[src/rtl/uart_tx_mmio.sv]
// Memory-mapped 8N1 UART transmitter: TX_DATA store enqueues into a small
// FIFO, STATUS load returns {overflow, busy, full, empty}.
module uart_tx_mmio #(
  parameter logic [31:0] BASE_ADDR  = 32'h1001_0100,
  parameter int unsigned BAUD_DIV   = 434,
  parameter int unsigned FIFO_DEPTH = 8
) (
  input  logic        clk,
  input  logic        reset,
  input  logic        Mem_Write_i,
  input  logic        Mem_Read_i,
  input  logic [31:0] Address_i,
  input  logic [31:0] Write_Data_i,
  output logic [31:0] Read_Data_o,
  output logic        Sel_o,
  output logic        Tx_o,
  output logic        Busy_o
);

  localparam int AW = $clog2(FIFO_DEPTH);
  localparam logic [AW:0] DEPTH_L = FIFO_DEPTH[AW:0];
  localparam logic [15:0] BTOP    = BAUD_DIV[15:0] - 16'd1;

  typedef enum logic [1:0] {S_IDLE, S_START, S_DATA, S_STOP} state_t;

  state_t          r_state, w_state_nxt;
  logic [15:0]     r_bcnt, w_bcnt_nxt;
  logic [2:0]      r_bit, w_bit_nxt;
  logic [7:0]      r_sh, w_sh_nxt;
  logic            r_tx, w_tx_nxt;
  logic [7:0]      r_mem [FIFO_DEPTH];
  logic [AW-1:0]   r_wptr, r_rptr;
  logic [AW:0]     r_cnt;
  logic            r_ovf;

  logic w_hit_tx, w_hit_st, w_full, w_empty, w_pop, w_push_req, w_push, w_clr;
  logic w_unused;

  assign w_unused   = &{1'b0, Write_Data_i[31:8]};

  assign w_hit_tx   = (Address_i == BASE_ADDR);
  assign w_hit_st   = (Address_i == BASE_ADDR + 32'd4);
  assign Sel_o      = w_hit_tx | w_hit_st;

  assign w_full     = (r_cnt == DEPTH_L);
  assign w_empty    = (r_cnt == '0);
  // A push into a full FIFO still fits when the serializer pops on the same edge.
  assign w_push_req = Mem_Write_i & w_hit_tx;
  assign w_push     = w_push_req & (~w_full | w_pop);
  assign w_clr      = Mem_Write_i & w_hit_st & Write_Data_i[3];

  assign Busy_o     = ~w_empty | (r_state != S_IDLE);
  assign Tx_o       = r_tx;
  assign Read_Data_o = (Mem_Read_i & w_hit_st) ?
                       {28'b0, r_ovf, Busy_o, w_full, w_empty} : 32'b0;

  // FIFO storage; contents need no reset since the pointers define validity.
  always_ff @(posedge clk) begin
    if (w_push) r_mem[r_wptr] <= Write_Data_i[7:0];
  end

  // FIFO pointers, occupancy and sticky overflow (a rejected push beats a clear).
  always_ff @(posedge clk or negedge reset) begin
    if (!reset) begin
      r_wptr <= '0;
      r_rptr <= '0;
      r_cnt  <= '0;
      r_ovf  <= 1'b0;
    end else begin
      if (w_push) r_wptr <= r_wptr + 1'b1;
      if (w_pop)  r_rptr <= r_rptr + 1'b1;
      if (w_push & ~w_pop)      r_cnt <= r_cnt + 1'b1;
      else if (~w_push & w_pop) r_cnt <= r_cnt - 1'b1;
      if (w_push_req & ~w_push) r_ovf <= 1'b1;
      else if (w_clr)           r_ovf <= 1'b0;
    end
  end

  // Serializer state; Tx is registered from the next-state value so it never glitches.
  always_ff @(posedge clk or negedge reset) begin
    if (!reset) begin
      r_state <= S_IDLE;
      r_bcnt  <= '0;
      r_bit   <= '0;
      r_sh    <= '0;
      r_tx    <= 1'b1;
    end else begin
      r_state <= w_state_nxt;
      r_bcnt  <= w_bcnt_nxt;
      r_bit   <= w_bit_nxt;
      r_sh    <= w_sh_nxt;
      r_tx    <= w_tx_nxt;
    end
  end

  // Next-state logic: bit timing from bcnt, pop on leaving IDLE or at end of STOP.
  always_comb begin
    w_state_nxt = r_state;
    w_bcnt_nxt  = r_bcnt;
    w_bit_nxt   = r_bit;
    w_sh_nxt    = r_sh;
    w_pop       = 1'b0;
    case (r_state)
      S_IDLE: begin
        if (!w_empty) begin
          w_pop       = 1'b1;
          w_sh_nxt    = r_mem[r_rptr];
          w_bcnt_nxt  = BTOP;
          w_state_nxt = S_START;
        end
      end
      S_START: begin
        if (r_bcnt == '0) begin
          w_bcnt_nxt  = BTOP;
          w_bit_nxt   = '0;
          w_state_nxt = S_DATA;
        end else begin
          w_bcnt_nxt = r_bcnt - 16'd1;
        end
      end
      S_DATA: begin
        if (r_bcnt == '0) begin
          w_bcnt_nxt = BTOP;
          w_sh_nxt   = {1'b0, r_sh[7:1]};
          if (r_bit == 3'd7) w_state_nxt = S_STOP;
          else               w_bit_nxt   = r_bit + 3'd1;
        end else begin
          w_bcnt_nxt = r_bcnt - 16'd1;
        end
      end
      S_STOP: begin
        if (r_bcnt == '0) begin
          if (!w_empty) begin
            w_pop       = 1'b1;
            w_sh_nxt    = r_mem[r_rptr];
            w_bcnt_nxt  = BTOP;
            w_state_nxt = S_START;
          end else begin
            w_state_nxt = S_IDLE;
          end
        end else begin
          w_bcnt_nxt = r_bcnt - 16'd1;
        end
      end
      default: w_state_nxt = S_IDLE;
    endcase
    case (w_state_nxt)
      S_START: w_tx_nxt = 1'b0;
      S_DATA:  w_tx_nxt = w_sh_nxt[0];
      default: w_tx_nxt = 1'b1;
    endcase
  end

endmodule
[config.mk]
export PLATFORM = sky130hd
export DESIGN_NAME = uart_tx_mmio
export DESIGN_NICKNAME = d
export VERILOG_FILES = /design/src/rtl/uart_tx_mmio.sv
export SDC_FILE = /design/constraint.sdc
export NUM_CORES = 1
export LEC_CHECK = 0
export CAP_MARGIN = 40
export CORE_MARGIN = 1.5
export CORE_UTILIZATION = 47
export CTS_CLUSTER_SIZE = 40
export DETAILED_ROUTE_END_ITERATION = 10
export PLACE_DENSITY = 0.88
export SYNTH_ARGS = -nofsm -noshare
export SYNTH_HDL_FRONTEND = slang
export SYNTH_SLANG_ARGS = --single-unit
[constraint.sdc]
create_clock -name clk -period 3.4 [get_ports clk]
set_clock_uncertainty 0.1 [all_clocks]
set_input_delay 0.34 -clock clk [delete_from_list [all_inputs] [get_ports clk]]
set_output_delay 0.34 -clock clk [all_outputs]
set_load 0.05 [all_outputs]
# Word-level counts from Yosys, hierarchy flattened
# Memories as Yosys holds them, arrays and structs flattened.
# Index checks and enable logic that the tools add are counted.
[classes] n_addsub=6 eq_ne=13 mux=30 n_bitwise=15 reduce_logical=11
[ops] op="equality test 32 x 29 -> 1 bit (second input constant)" count=2
[ops] op="two-way mux 16 bit" count=3
[ops] op="case mux 16 bit (3 select lines)" count=1
[ops] op="two-way mux 8 bit" count=3
[ops] op="case mux 8 bit (3 select lines)" count=1
[ops] op="zero test 16 bit" count=1
[ops] op="subtractor 16 x 1 -> 16 bit (second input constant)" count=1
[ops] op="two-way mux 4 bit" count=3
[ops] op="two-way mux 2 bit" count=5
[ops] op="adder 3 x 1 -> 3 bit (second input constant)" count=3
[ops] op="two-way mux 3 bit" count=3
[ops] op="bitwise AND 1 bit" count=8
[ops] op="!= test 2 bit (second input constant)" count=4
[ops] op="case mux 2 bit (4 select lines)" count=1
[ops] op="nonzero test 2 bit" count=4
[ops] op="two-way mux 1 bit" count=7
[ops] op="equality test 2 bit (second input constant)" count=3
[ops] op="case mux 3 bit (2 select lines)" count=1
[ops] op="adder 4 x 1 -> 4 bit (second input constant)" count=1
[ops] op="equality test 2 x 1 -> 1 bit (second input constant)" count=2
[ops] op="equality test 4 bit (second input constant)" count=1
[ops] op="zero test 4 bit" count=1
[ops] op="NOT 1 bit" count=4
[ops] op="case mux 1 bit (2 select lines)" count=2
[ops] op="8 further kinds" count=10
[totals] regBits=41 ramBits=64 input_bits=68 out_inout_bits=35 wordCells=86 mem_count=1
[mem_list] name="r_mem" words=8 width=8 read_ports=1 rd_ports_with_merged_regs=0 wr=1 line="31" rtl="logic [7:0] r_mem [FIFO_DEPTH];"

# Logic depth before layout (Yosys ltp)
[logic_depth] depth_word=10 ltp_mapped=15 ltp_nobuf=15

# Least setup slack after synthesis
# No wires, ideal clock.
[synth_path] path_kind="input port to flip-flop" start="input port Address_i[11]" end="register r_cnt[3]" arrival_ps=3685 path_slack_ps=-510 cell_stages=13 path_buffers=0 cell_sequence="nor4b_1 nand4_1 nor3_1 nand4b_4 inv_2 ha_1 inv_1 ha_1 a21o_1 a21oi_1 xnor2_1 nor2_1 xor2_1"
[synth_between] elab_chain_len=6 elab_cells_between_ends=8 cone_classes="1 x eq/ne; 1 x mux; 5 x bitwise; 1 x reduce/logical"
[synth_lines] item="start, declared" line="12" rtl="input logic [31:0] Address_i,"
[synth_lines] item="equality test 32 x 29 -> 1 bit *" line="41" rtl="assign w_hit_tx = (Address_i == BASE_ADDR);"
[synth_lines] item="bitwise AND 1 bit *" line="48" rtl="assign w_push_req = Mem_Write_i & w_hit_tx;"
[synth_lines] item="bitwise AND 1 bit *" line="49" rtl="assign w_push = w_push_req & (~w_full | w_pop);"
[synth_lines] item="via w_push" line="36" rtl="logic w_hit_tx, w_hit_st, w_full, w_empty, w_pop, w_push_req, w_push, w_clr;"
[synth_lines] item="NOT 1 bit" line="73" rtl="else if (~w_push & w_pop) r_cnt <= r_cnt - 1'b1;"
[synth_lines] item="bitwise AND 1 bit" line="73"
[synth_lines] item="nonzero test 2 bit (no line)"
[synth_lines] item="end signal, assigned" line="72" rtl="if (w_push & ~w_pop) r_cnt <= r_cnt + 1'b1;"
[synth_lines] item="end signal, assigned" line="73"
[synth_lines] item="end, declared" line="33" rtl="logic [AW:0] r_cnt;"
# Mark *: on every way through the listed nets, which the timed path passes. The rest lies on a longest branch.
# A chain may end at the register's enable or synchronous reset.

# Worst setup path after layout
[layout_path] start="register r_bcnt[1]" end="register r_cnt[3]"
[layout_between] elab_chain_len=8 elab_cells_between_ends=11 cone_classes="3 x mux; 6 x bitwise; 2 x reduce/logical"
[layout_lines] item="start, declared" line="27" rtl="logic [15:0] r_bcnt, w_bcnt_nxt;"
[layout_lines] item="start signal, assigned" line="89" rtl="r_bcnt <= w_bcnt_nxt;"
[layout_lines] item="zero test 16 bit *" line="132" rtl="if (r_bcnt == '0) begin"
[layout_lines] item="two-way mux 1 bit *" line="132"
[layout_lines] item="case mux 1 bit (2 select lines) *" line="103" rtl="case (r_state)"
[layout_lines] item="bitwise OR 1 bit *" line="49"
[layout_lines] item="bitwise AND 1 bit *" line="49"
[layout_lines] item="via w_push" line="36"
[layout_lines] item="NOT 1 bit" line="73"
[layout_lines] item="bitwise AND 1 bit" line="73"
[layout_lines] item="nonzero test 2 bit (no line)"
# Marked as above.

==> impl_metrics.yaml <==
outcome:
  outcome: "complete, no violations"
clock_tree:
  insertion_delay_ps: 380
  cts_tree: "done"
  clock-sinks: 105
  clk_path_buf_depth: 2
  cts_buffers: 9
  h-tree-depth: 3
  cts-root-buf: "clkbuf_8"
  clkTransAtPathRegs_ps: 110
global_routing:
  grt_pass1_wl_mm: 17.9
  grt_antenna_before_repair: 0
  grt_pass1_vias: 3679
  grt_overflow: 0
  grt_max_degree: 24
  grt_usage: 0.199
sta:
  fmax_ghz: 0.313
  setup_viol: 0
  slew-limit-headroom: 0.425
  fin_ws_ps: 203
  setup-tns-final_ps: 0
  tightestPinTransition_ps: 862
  fin_crit_ps: 3200
  slew_violations: 0
  min_period_over_period: 0.940
  rsz0062_at_grt: "no"
  hold_viol: 0
die:
  die-area_sq_um: 11800
  die_w_um: 109
  die_h_um: 109
  rows: 38
  initial_core_util: 0.483
  io_pins: 103
  coreArea_sq_um: 10900
worst_setup_path:
  crit_chain: "inv_1 > ha_2 > nor4b_2 > buf_4 > a41oi_2 > o211ai_2 > nand4b_4 > inv_2 > ha_2 > inv_1 > ha_1 > a21o_1 > a21oi_1 > xnor2_1 > nor2_1 > xor2_1"
  cp_max_fo: 5
  critPathSlowestCell: "dfrtp_1"
  cp_top_family: "compound AO/OA/AOI/OAI gates"
  start_kind: "register"
  crit_type: "reg2reg"
  cp-end-kind: "register"
  critPathRequiredTime_ps: 3570
  critical-path-max-stage-delay_ps: 420
  cp.arrival_ps: 3370
  worst-path-buf-inv: 4
placement:
  dpl.hpwl_mm: 7.75
  dp_slack_ps: 26.0
  place.gp.congestion: 0.850
  place_area_sq_um: 5940
  io_buffers: 50
detailed_routing:
  routed_via_density: 5.66
  drc: 0
  drtIter0Drc: 194
  dr.pass1.iters: 4
  routed_wl_mm: 10.8
  ant_nets: 0
  vias: 3619
  wire_per_inst_um: 16.9
pwr:
  power_frac_seq: 0.593
  p_comb_frac: 0.063
  p_sw_frac: 0.256
  power.switching_uw: 584
  max-vdd-ir-drop_mv: 0.321
  finalPower_uw: 2280
  clockPowerShare: 0.345
  power_density_nw_per_um2: 368
  p_leak_uw: 0.00228
  intPower_uw: 1700
synthesis:
  syn_area_sq_um: 5260
  postSynthAreaPerCell_sq_um: 12.4
  yosys_register_bits: 105
  synth.distinct_cells: 58
  ys_seq_area_frac: 0.561
  ys.warnings.count: 0
  synth-edff-count: 64
  synth.area.mux_share: 0.0899
  synth_top_family_by_area: "simple AND/OR/NAND/NOR gates"
  synth-xor-area-share: 0.0183
  async_reset_ff_frac: 0.390
  synth_compound_area_frac: 0.103
  synth-simple-area-share: 0.134
  synthFlopType: "edfxtp_1"
  synthAdderAreaFrac: 0.0347
  synth_cells: 425
worst_hold_path:
  hold_class: "in2async"
cells_and_area:
  fin_area_sq_um: 6210
  drive_gt1_frac: 0.166
  area_delta_synth_final_pct: 18.1
  fin_nets: 576
  num_antenna_cells: 0
  postLayoutCoreUtil: 0.570
job:
  maxCapViolCount: 0
## kinds of logic (layout without fill, tap and decap cells)
group           after synthesis  in the layout
simple gates                131            131
other cells                   1             28
xor+xnor                     11             11
compound gates               83             83
fa+ha+maj                    14             14
flops                       105            105
buf+inv                      53            100
mux                          27             27
## power groups by stage
stage / Clock, uW / Sequential (uW) / Combinational [uW]
2_1_floorplan: 0 / 1380 / 94.9
5_1_grt: 850 / 1350 / 153
4_1_cts: 803 / 1350 / 143
6_report: 787 / 1350 / 143
3_5_place_dp: 0 / 1380 / 142
3_3_place_gp: 0 / 1380 / 135
## layout by cell type (no fill, tap or decap), types with 3 or more instances in the layout
cell type        synthesis  layout
a21oi_1                 19      19
clkdlybuf4s50_1          0      45
o31ai_1                  6       6
nor4_1                  11       9
ha_1                    13      11
o21ai_0                 31      31
mux2i_1                  9       9
nor2_2                   3       3
o22a_1                   4       4
nand2_1                 33      33
or3_1                    4       4
nand4_1                  3       3
buf_4                   28      26
xnor2_1                  7       7
a22o_1                   8       8
xor2_1                   4       4
conb_1                   1      28
nor2_1                  27      27
clkinv_8                 0       4
mux4_2                  16      16
nand3_1                  8       8
and2_1                   6       6
nor3_1                  13      11
inv_1                    9       9
nor4b_1                  7       5
edfxtp_1                64      64
dfrtp_1                 40      40
clkbuf_8                 0       9
## flip-flops by register name (all words and copies together), names as in the netlist
signal   flops
r_sh         8
r_cnt        4
r_bit        3
r_wptr       3
Tx_o         1
r_mem       64
r_rptr       3
r_bcnt      16
r_state      2
r_ovf        1
## per-stage QoR
| stage | instances | hold slack, ps |
|---|---|---|
| floorplan | 452 | -55.6 |
| global placement | 619 | 366 |
| detailed placement | 620 | 240 |
| CTS | 637 | 360 |
| global route | 639 | 395 |
| finish | 639 | 348 |
## worst reg2reg max path, stage by stage (launching register included)
cell      delay (ps)
dfrtp_1          420
inv_1             70
ha_2             200
nor4b_2          220
buf_4            170
a41oi_2          120
o211ai_2         290
nand4b_4         130
inv_2            110
ha_2             190
inv_1             80
ha_1             280
a21o_1           180
a21oi_1          170
xnor2_1          140
nor2_1            70
xor2_1           130
## synth_stat cells, types with 2 or more instances
library cell	n	area, sq um
and2_1	6	37.5
nor2_2	3	18.8
a21oi_1	19	95.1
nand2_1	33	124
o31ai_1	6	45.0
buf_2	2	10.0
edfxtp_1	64	1920
o21ai_0	31	155
dfrtp_1	40	1000
mux2_2	2	22.5
nand3_1	8	40.0
nor2_1	27	101
clkbuf_1	10	37.5
nand2b_1	2	12.5
nor3_1	13	65.1
and3_1	2	12.5
mux2i_1	9	90.1
buf_1	3	11.3
nor3b_1	2	15.0
mux4_2	16	360
nor4b_1	7	61.3
o22a_1	4	35.0
or3_1	4	25.0
nor4_1	11	68.8
ha_1	13	163
xor2_1	4	35.0
or4_1	2	15.0
inv_1	9	33.8
buf_4	28	210
xnor2_1	7	61.3
nand4_1	3	18.8
a22o_1	8	70.1
o31a_1	2	17.5
## worst paths after layout
path	startpoint	to	slack (ps)	depth (start not counted)
min in group clk	r_sh[0]$_DFF_PN0_	r_sh[0]$_DFF_PN0_	410	1
worst min-delay path	reset	r_bcnt[11]$_DFF_PN0_	350	2
worst min register to register	r_sh[0]$_DFF_PN0_	r_sh[0]$_DFF_PN0_	410	1
max in group asynchronous	reset	r_cnt[0]$_DFFE_PN0P_	2370	3
worst max register to register	r_bcnt[1]$_DFF_PN0_	r_cnt[3]$_DFFE_PN0P_	200	16
worst max-delay path	r_bcnt[1]$_DFF_PN0_	r_cnt[3]$_DFFE_PN0P_	200	16
## metal layers
| metal | GRT usage | vias to the layer above | share of wire |
|---|---|---|---|
| met1 | 0.237 | 1793 | 0.41 |
| met4 | 0.0799 | 0 | 0.022 |
| met5 | 0 | - | 0 |
| met3 | 0.0347 | 23 | 0.045 |
| met2 | 0.357 | 124 | 0.52 |
| li1 | - | 1679 | - |
## layout make-up
type / instances / area (sq um)
timing repair buffer: 74 / 688
clock inverter: 7 / 92.6
tap: 140 / 175
clock buffer: 9 / 124
sequential: 105 / 2950
multi-input combinational: 294 / 2140
inverter: 10 / 37.5
fill: 850 / 4680
## repair_timing
action,4_1_cts,5_1_grt
setup endpoints to repair,0,1
setup buffers,0,2
endpoints found under the hold margin,18,0
hold buffers,1,0
gates resized for setup,0,6
Note: power is estimated with default switching activity, not from simulation.
